===== src/rtl/uart_pkg.sv =====
// Shared UART definitions: receiver FSM states and the bit-period helper
// used by both uart_rx and uart_tx.
package uart_pkg;

    typedef enum logic [1:0] {
        UART_IDLE,
        UART_START,
        UART_DATA,
        UART_STOP
    } uart_state_e;

    function automatic int clks_per_bit(input int clock, input int baud);
        return clock / baud;
    endfunction

endpackage


===== src/rtl/sync_2ff.sv =====
// Single-bit two-flop synchronizer for asynchronous inputs (rx line, e_intr).
// RST_VAL sets both flops so the output starts at the line's idle level.
module sync_2ff #(
    parameter logic RST_VAL = 1'b1
) (
    input  logic clk_i,
    input  logic rst_i,
    input  logic d_i,
    output logic q_o
);

    logic meta_q;
    logic sync_q;

    // NOTE: sequential state uses non-blocking assignments so both flops
    // sample their inputs at the same edge, forming a true two-stage chain.
    always_ff @(posedge clk_i) begin
        if (rst_i) begin
            meta_q <= RST_VAL;
            sync_q <= RST_VAL;
        end else begin
            meta_q <= d_i;
            sync_q <= meta_q;
        end
    end

    assign q_o = sync_q;

endmodule


===== src/rtl/uart_rx.sv =====
// 8N1 UART receiver with a read-clear holding register, sticky framing-error
// and overrun flags, and a peripheral-bus read port (cs & re).
module uart_rx
    import uart_pkg::*;
#(
    parameter int DW        = 8,
    parameter int CLOCK     = 100000000,
    parameter int BAUD_RATE = 9600
) (
    input  logic          clk_i,
    input  logic          rst_i,
    input  logic          rx_i,
    input  logic          cs,
    input  logic          re,
    output logic [DW-1:0] data_o,
    output logic          valid_o,
    output logic          frame_err_o,
    output logic          overrun_o,
    output logic          busy_o
);

    localparam int CLKS_PER_BIT = clks_per_bit(CLOCK, BAUD_RATE);
    localparam int HALF_BIT     = CLKS_PER_BIT / 2;
    localparam int CNT_W        = $clog2(CLKS_PER_BIT);
    localparam int IDX_W        = (DW > 1) ? $clog2(DW) : 1;

    if (CLKS_PER_BIT < 4) begin : g_bad_baud
        $error("uart_rx: CLKS_PER_BIT must be at least 4");
    end

    logic rx_s;
    logic rd;

    uart_state_e      state_q, state_d;
    logic [CNT_W-1:0] cnt_q,   cnt_d;
    logic [IDX_W-1:0] idx_q,   idx_d;
    logic [DW-1:0]    shift_q, shift_d;
    logic [DW-1:0]    data_q,  data_d;
    logic             valid_q, valid_d;
    logic             ferr_q,  ferr_d;
    logic             ovr_q,   ovr_d;
    logic             busy_q;

    sync_2ff #(.RST_VAL(1'b1)) u_sync_rx (
        .clk_i (clk_i),
        .rst_i (rst_i),
        .d_i   (rx_i),
        .q_o   (rx_s)
    );

    assign rd = cs & re;

    // NOTE: every signal written here gets a default first, so no path can
    // leave one unassigned and infer a latch.
    always_comb begin
        state_d = state_q;
        cnt_d   = cnt_q;
        idx_d   = idx_q;
        shift_d = shift_q;
        data_d  = data_q;
        valid_d = rd ? 1'b0 : valid_q;
        ferr_d  = rd ? 1'b0 : ferr_q;
        ovr_d   = rd ? 1'b0 : ovr_q;

        unique case (state_q)
            UART_IDLE: begin
                if (!rx_s) begin
                    state_d = UART_START;
                    cnt_d   = '0;
                end
            end
            UART_START: begin
                if (cnt_q == CNT_W'(HALF_BIT - 1)) begin
                    cnt_d   = '0;
                    idx_d   = '0;
                    state_d = rx_s ? UART_IDLE : UART_DATA;
                end else begin
                    cnt_d = cnt_q + CNT_W'(1);
                end
            end
            UART_DATA: begin
                if (cnt_q == CNT_W'(CLKS_PER_BIT - 1)) begin
                    cnt_d          = '0;
                    shift_d[idx_q] = rx_s;
                    if (idx_q == IDX_W'(DW - 1)) begin
                        state_d = UART_STOP;
                    end else begin
                        idx_d = idx_q + IDX_W'(1);
                    end
                end else begin
                    cnt_d = cnt_q + CNT_W'(1);
                end
            end
            UART_STOP: begin
                if (cnt_q == CNT_W'(CLKS_PER_BIT - 1)) begin
                    // Re-arm at the stop-bit centre so a following start edge is caught.
                    cnt_d   = '0;
                    state_d = UART_IDLE;
                    if (rx_s) begin
                        data_d  = shift_q;
                        valid_d = 1'b1;
                        if (valid_q && !rd) begin
                            ovr_d = 1'b1;
                        end
                    end else begin
                        ferr_d = 1'b1;
                    end
                end else begin
                    cnt_d = cnt_q + CNT_W'(1);
                end
            end
            default: state_d = UART_IDLE;
        endcase
    end

    always_ff @(posedge clk_i) begin
        if (rst_i) begin
            state_q <= UART_IDLE;
            cnt_q   <= '0;
            idx_q   <= '0;
            shift_q <= '0;
            data_q  <= '0;
            valid_q <= 1'b0;
            ferr_q  <= 1'b0;
            ovr_q   <= 1'b0;
            busy_q  <= 1'b0;
        end else begin
            state_q <= state_d;
            cnt_q   <= cnt_d;
            idx_q   <= idx_d;
            shift_q <= shift_d;
            data_q  <= data_d;
            valid_q <= valid_d;
            ferr_q  <= ferr_d;
            ovr_q   <= ovr_d;
            busy_q  <= (state_d != UART_IDLE);
        end
    end

    assign data_o      = data_q;
    assign valid_o     = valid_q;
    assign frame_err_o = ferr_q;
    assign overrun_o   = ovr_q;
    assign busy_o      = busy_q;

endmodule


===== config.mk =====
export PLATFORM = sky130hd
export DESIGN_NAME = uart_rx
export DESIGN_NICKNAME = d
export VERILOG_FILES = /design/src/rtl/uart_pkg.sv /design/src/rtl/sync_2ff.sv /design/src/rtl/uart_rx.sv
export SDC_FILE = /design/constraint.sdc
export NUM_CORES = 1
export LEC_CHECK = 0
export BUFFER_PORTS_ARGS = -buffer_cell sky130_fd_sc_hd__buf_2
export CORE_UTILIZATION = 50
export CTS_BUF_LIST = sky130_fd_sc_hd__clkbuf_4
export CTS_CLUSTER_DIAMETER = 150
export CTS_CLUSTER_SIZE = 20
export DETAILED_ROUTE_END_ITERATION = 10
export PLACE_DENSITY = 0.7
export SLEW_MARGIN = 20
export SYNTH_ARGS = -nofsm -noshare
export SYNTH_HDL_FRONTEND = slang
export SYNTH_HIERARCHICAL = 1
export SYNTH_SLANG_ARGS = --single-unit

===== constraint.sdc =====
create_clock -name clk_i -period 2 [get_ports clk_i]
set_clock_uncertainty 0.2 [all_clocks]
set_input_delay 0.1 -clock clk_i [delete_from_list [all_inputs] [get_ports clk_i]]
set_output_delay 0.1 -clock clk_i [all_outputs]
set_load 0.01 [all_outputs]

==> summary.md <==
| Metric | Value |
|---|---|
| Grt ovf | `0` |
| Synth Area per Inst | `roughly 8.5 um2` |
| EDFF count, synth | `0` |
| Least-Margin Pin Slew | `0.482 ns` |
| Main synth FF type | `dfxtp_1` |
| Power, Total | `roughly 1.3 mW` |
| #FFs+latches synth | `between 40 and 50` |
| Peak VDD IR | `between 400 and 500 uV` |
| Compound-Gate Fraction of Synth Area | `0.136` |
| Via-to-Cell Ratio | `5.60` |
| Drt pass-1 iters | `4` |
| Core area | `around 3700 um2` |
| WHS Path Cells | `2` |
| Mux share of post-synthesis cell area | `0.0509` |
| WL per Instance | `14.0 um` |
| First-pass GRT wire length | `roughly 7400 um` |
| Share of the yosys chip area belonging to registers | `0.418` |
| Rows | `22` |
| Synth Area in Simple Gates | `0.334` |
| Yosys warns | `6` |
| Hpwl dp | `~3000 um` |
| Hold Buf Count CTS | `3` |
| Synth Area in XOR/XNOR | `0` |
| Htree depth | `2` |
| Top delay family on crit path | `simple AND/OR/NAND/NOR gates` |
| Final setup violation count | `29` |
| Clock Sink Count | `41` |
| Largest family of logic cells by synthesized area | `simple AND/OR/NAND/NOR gates` |
| Vias | `~1800` |
| Total Routing Usage GR | `0.232` |
| Unrepaired setup endpoints after global routing | `yes` |
| Layout cells sized above 1 | `0.317` |
| Critical Setup Path Class | `reg2reg` |
| Longest Clk Path Bufs | `2` |
| Initial antenna violation count | `0` |
| Die Height | `between 60 and 70 um` |
| DRC viols | `0` |
| Req. time, crit path | `roughly 2.0 ns` |
| Synth unique cells | `43` |
| Ant. Diodes | `0` |
| Post-route minimum period | `about 2.2 ns` |
| CTS tree | `done` |
| Worst Reg-to-Reg Cells | `5` |
| Worst hold slack | `-0.0844 ns` |
| Crit path depth | `5` |
| Slew Limit Fails | `0` |
| Worst-Skew Late Latency | `0.36 ns` |
| Worst hold path class | `in2reg` |
| Area share of the largest cell type after synthesis | `0.418` |
| CTS root buf | `clkbuf_4` |
| Starting Density | `0.529` |
| Setup crit end kind | `flip-flop` |
| Vias in the first global route | `between 1500 and 2000` |
| Critical Path AT | `around 2.3 ns` |
| Syn_nets | `238` |
| Failing checks | `negative hold slack, negative setup slack` |
| Relative slew slack | `0.677` |
| Cell count after synthesis | `230` |
| Top post-synthesis cells by area | `dfxtp_1 (42%), nand2_1 (6.7%), mux2i_1 (5.1%)` |
| PwrDens | `roughly 530 nW/um2` |
| CP peak stage delay | `0.61 ns` |
| Tcrit/Tclk final | `1.12` |
| Crit path launch type | `flip-flop` |
| IO Pins | `17` |
| WL final | `approximately 4500 um` |
| Synth Area in Adders | `0.0191` |
| Crit path buf inv count | `0` |
| Max-cap violations | `0` |
| Layout area overhead | `28.8%` |
| Final WS setup | `-0.242 ns` |
| Post-Place Setup Slack | `-0.246 ns` |
| Status | `finished, violations left` |
| Inserted Clock Buffers | `5` |
| Clock transition at the registers of the reported paths | `around 0.12 ns` |
| Slowest-stage cell, CP | `or4_4` |
| DRT antenna net count | `0` |
| F_max | `0.446 GHz` |
| Post-synth ARST share | `0` |
| Die Span X | `about 65 um` |
| Crit path cell chain | `or3b_4 -> or4_4 -> or3_4 -> nand3_1 -> a21oi_1` |
| Largest net degree at the start of global routing | `26` |
| Crit-path max FO | `7` |
| # port buffers | `16` |
| Pleak | `approximately 0.96 nW` |
| Final-report hold violation count | `9` |
| Post-Syn Area | `1970 um2` |
| Largest area contributor in the synthesized netlist | `dfxtp_1` |
| Final nets | `around 290` |
| DRT iter0 DRCs | `~160` |
| Final RePlAce weighted congestion | `between 0.8 and 0.9` |
| Die ar. | `approximately 4200 um2` |
routing by layer:
metal  wire length (um)  up-vias  GRT usage
met5                  0        -          0
met4                 57        0     0.0778
met3                157        7     0.0493
met2               2070       33      0.353
met1               2270      861      0.322
li1                   -      926          -
worst register-to-register path, stage by stage, from the launching register on:
cell and delay (ns):
dfxtp_2 0.35, or3b_4 0.39, or4_4 0.61, or3_4 0.42, nand3_1 0.09, a21oi_1 0.07
state kept, by name (all words and copies together), names as in the netlist, 2 cells and up:
register and count:
cnt_q 14, data_o 8, shift_q 8, idx_q 3, state_q 2
power breakdown:
part	leakage (nW)	switching, mW	internal [mW]	total [mW]
logic	0.598	0.0491	0.0327	0.0818
registers	0.334	0.00316	0.822	0.825
clock network	0.0316	0.291	0.139	0.430
total	0.964	0.343	0.994	1.34
stage by stage:
step           cells  instance area, um2   util  TNS [ns]
3_3_place_gp     311                2300  0.620     -3.22
3_5_place_dp     311                2300  0.620     -4.41
2_1_floorplan    230                2010      -     -1.54
5_1_grt          326                2530  0.681     -6.74
4_1_cts          326                2480  0.669     -3.21
6_report         326                2530  0.681     -3.09
synth_stat cells, types with 3 or more instances:
cell	number
dfxtp_1	41
nand2_1	35
nand3_1	17
a21oi_1	15
nor2_1	13
a31oi_1	11
mux2i_1	10
clkbuf_1	8
nand4_1	8
inv_1	7
nand3b_1	5
nor3_1	5
or3_1	5
or4_1	5
nand2b_1	4
o21ai_0	4
and4_1	3
buf_2	3
ha_1	3
or2_1	3
cell usage in the layout (no fill, tap or decap), drive strengths merged, types with 6 or more instances in the layout:
cell type  instances
nand2             35
buf               49
a31oi             11
nand3             17
nor2              13
a21oi             15
nor3               6
inv                8
nand4              8
mux2i             10
dfxtp             41
worst paths after layout:
check,slack (ns),from,end
worst max-delay path,-0.24,cnt_q[10],idx_q[2]
worst min-delay path,-0.08,rst_i,state_q[1]
worst max register to register,-0.24,cnt_q[10],idx_q[2]
worst min register to register,0.22,u_sync_rx/meta_q,u_sync_rx/q_o
repair_timing:
| item | 4_1_cts | 5_1_grt |
|---|---|---|
| endpoints found under the hold margin | 13 | 9 |
| buffers inserted | 3 | 0 |
| cloned | 1 | 0 |
| endpoints found under the setup margin | 33 | 37 |
| pin swaps | 12 | 5 |
| resized for setup | 11 | 11 |
cell type report:
type                    count  area [um2]
flip-flops and latches     41         830
clock inverters             3        21.3
clock buffers               5        37.5
well taps                  48        60.1
multi-input cells         170        1190
fillers                   313        1180
inverters                   7        26.3
repair buffers             52         369
cells by family (layout without fill, tap and decap cells):
group | Yosys count | in the layout
buffers and inverters | 20 | 67
adders and majority gates | 3 | 3
DFF | 41 | 41
AOI/OAI and AO/OA | 39 | 40
and+or+nand+nor | 117 | 117
muxes | 10 | 10
No activity file was read; power rests on OpenSTA's default activity.
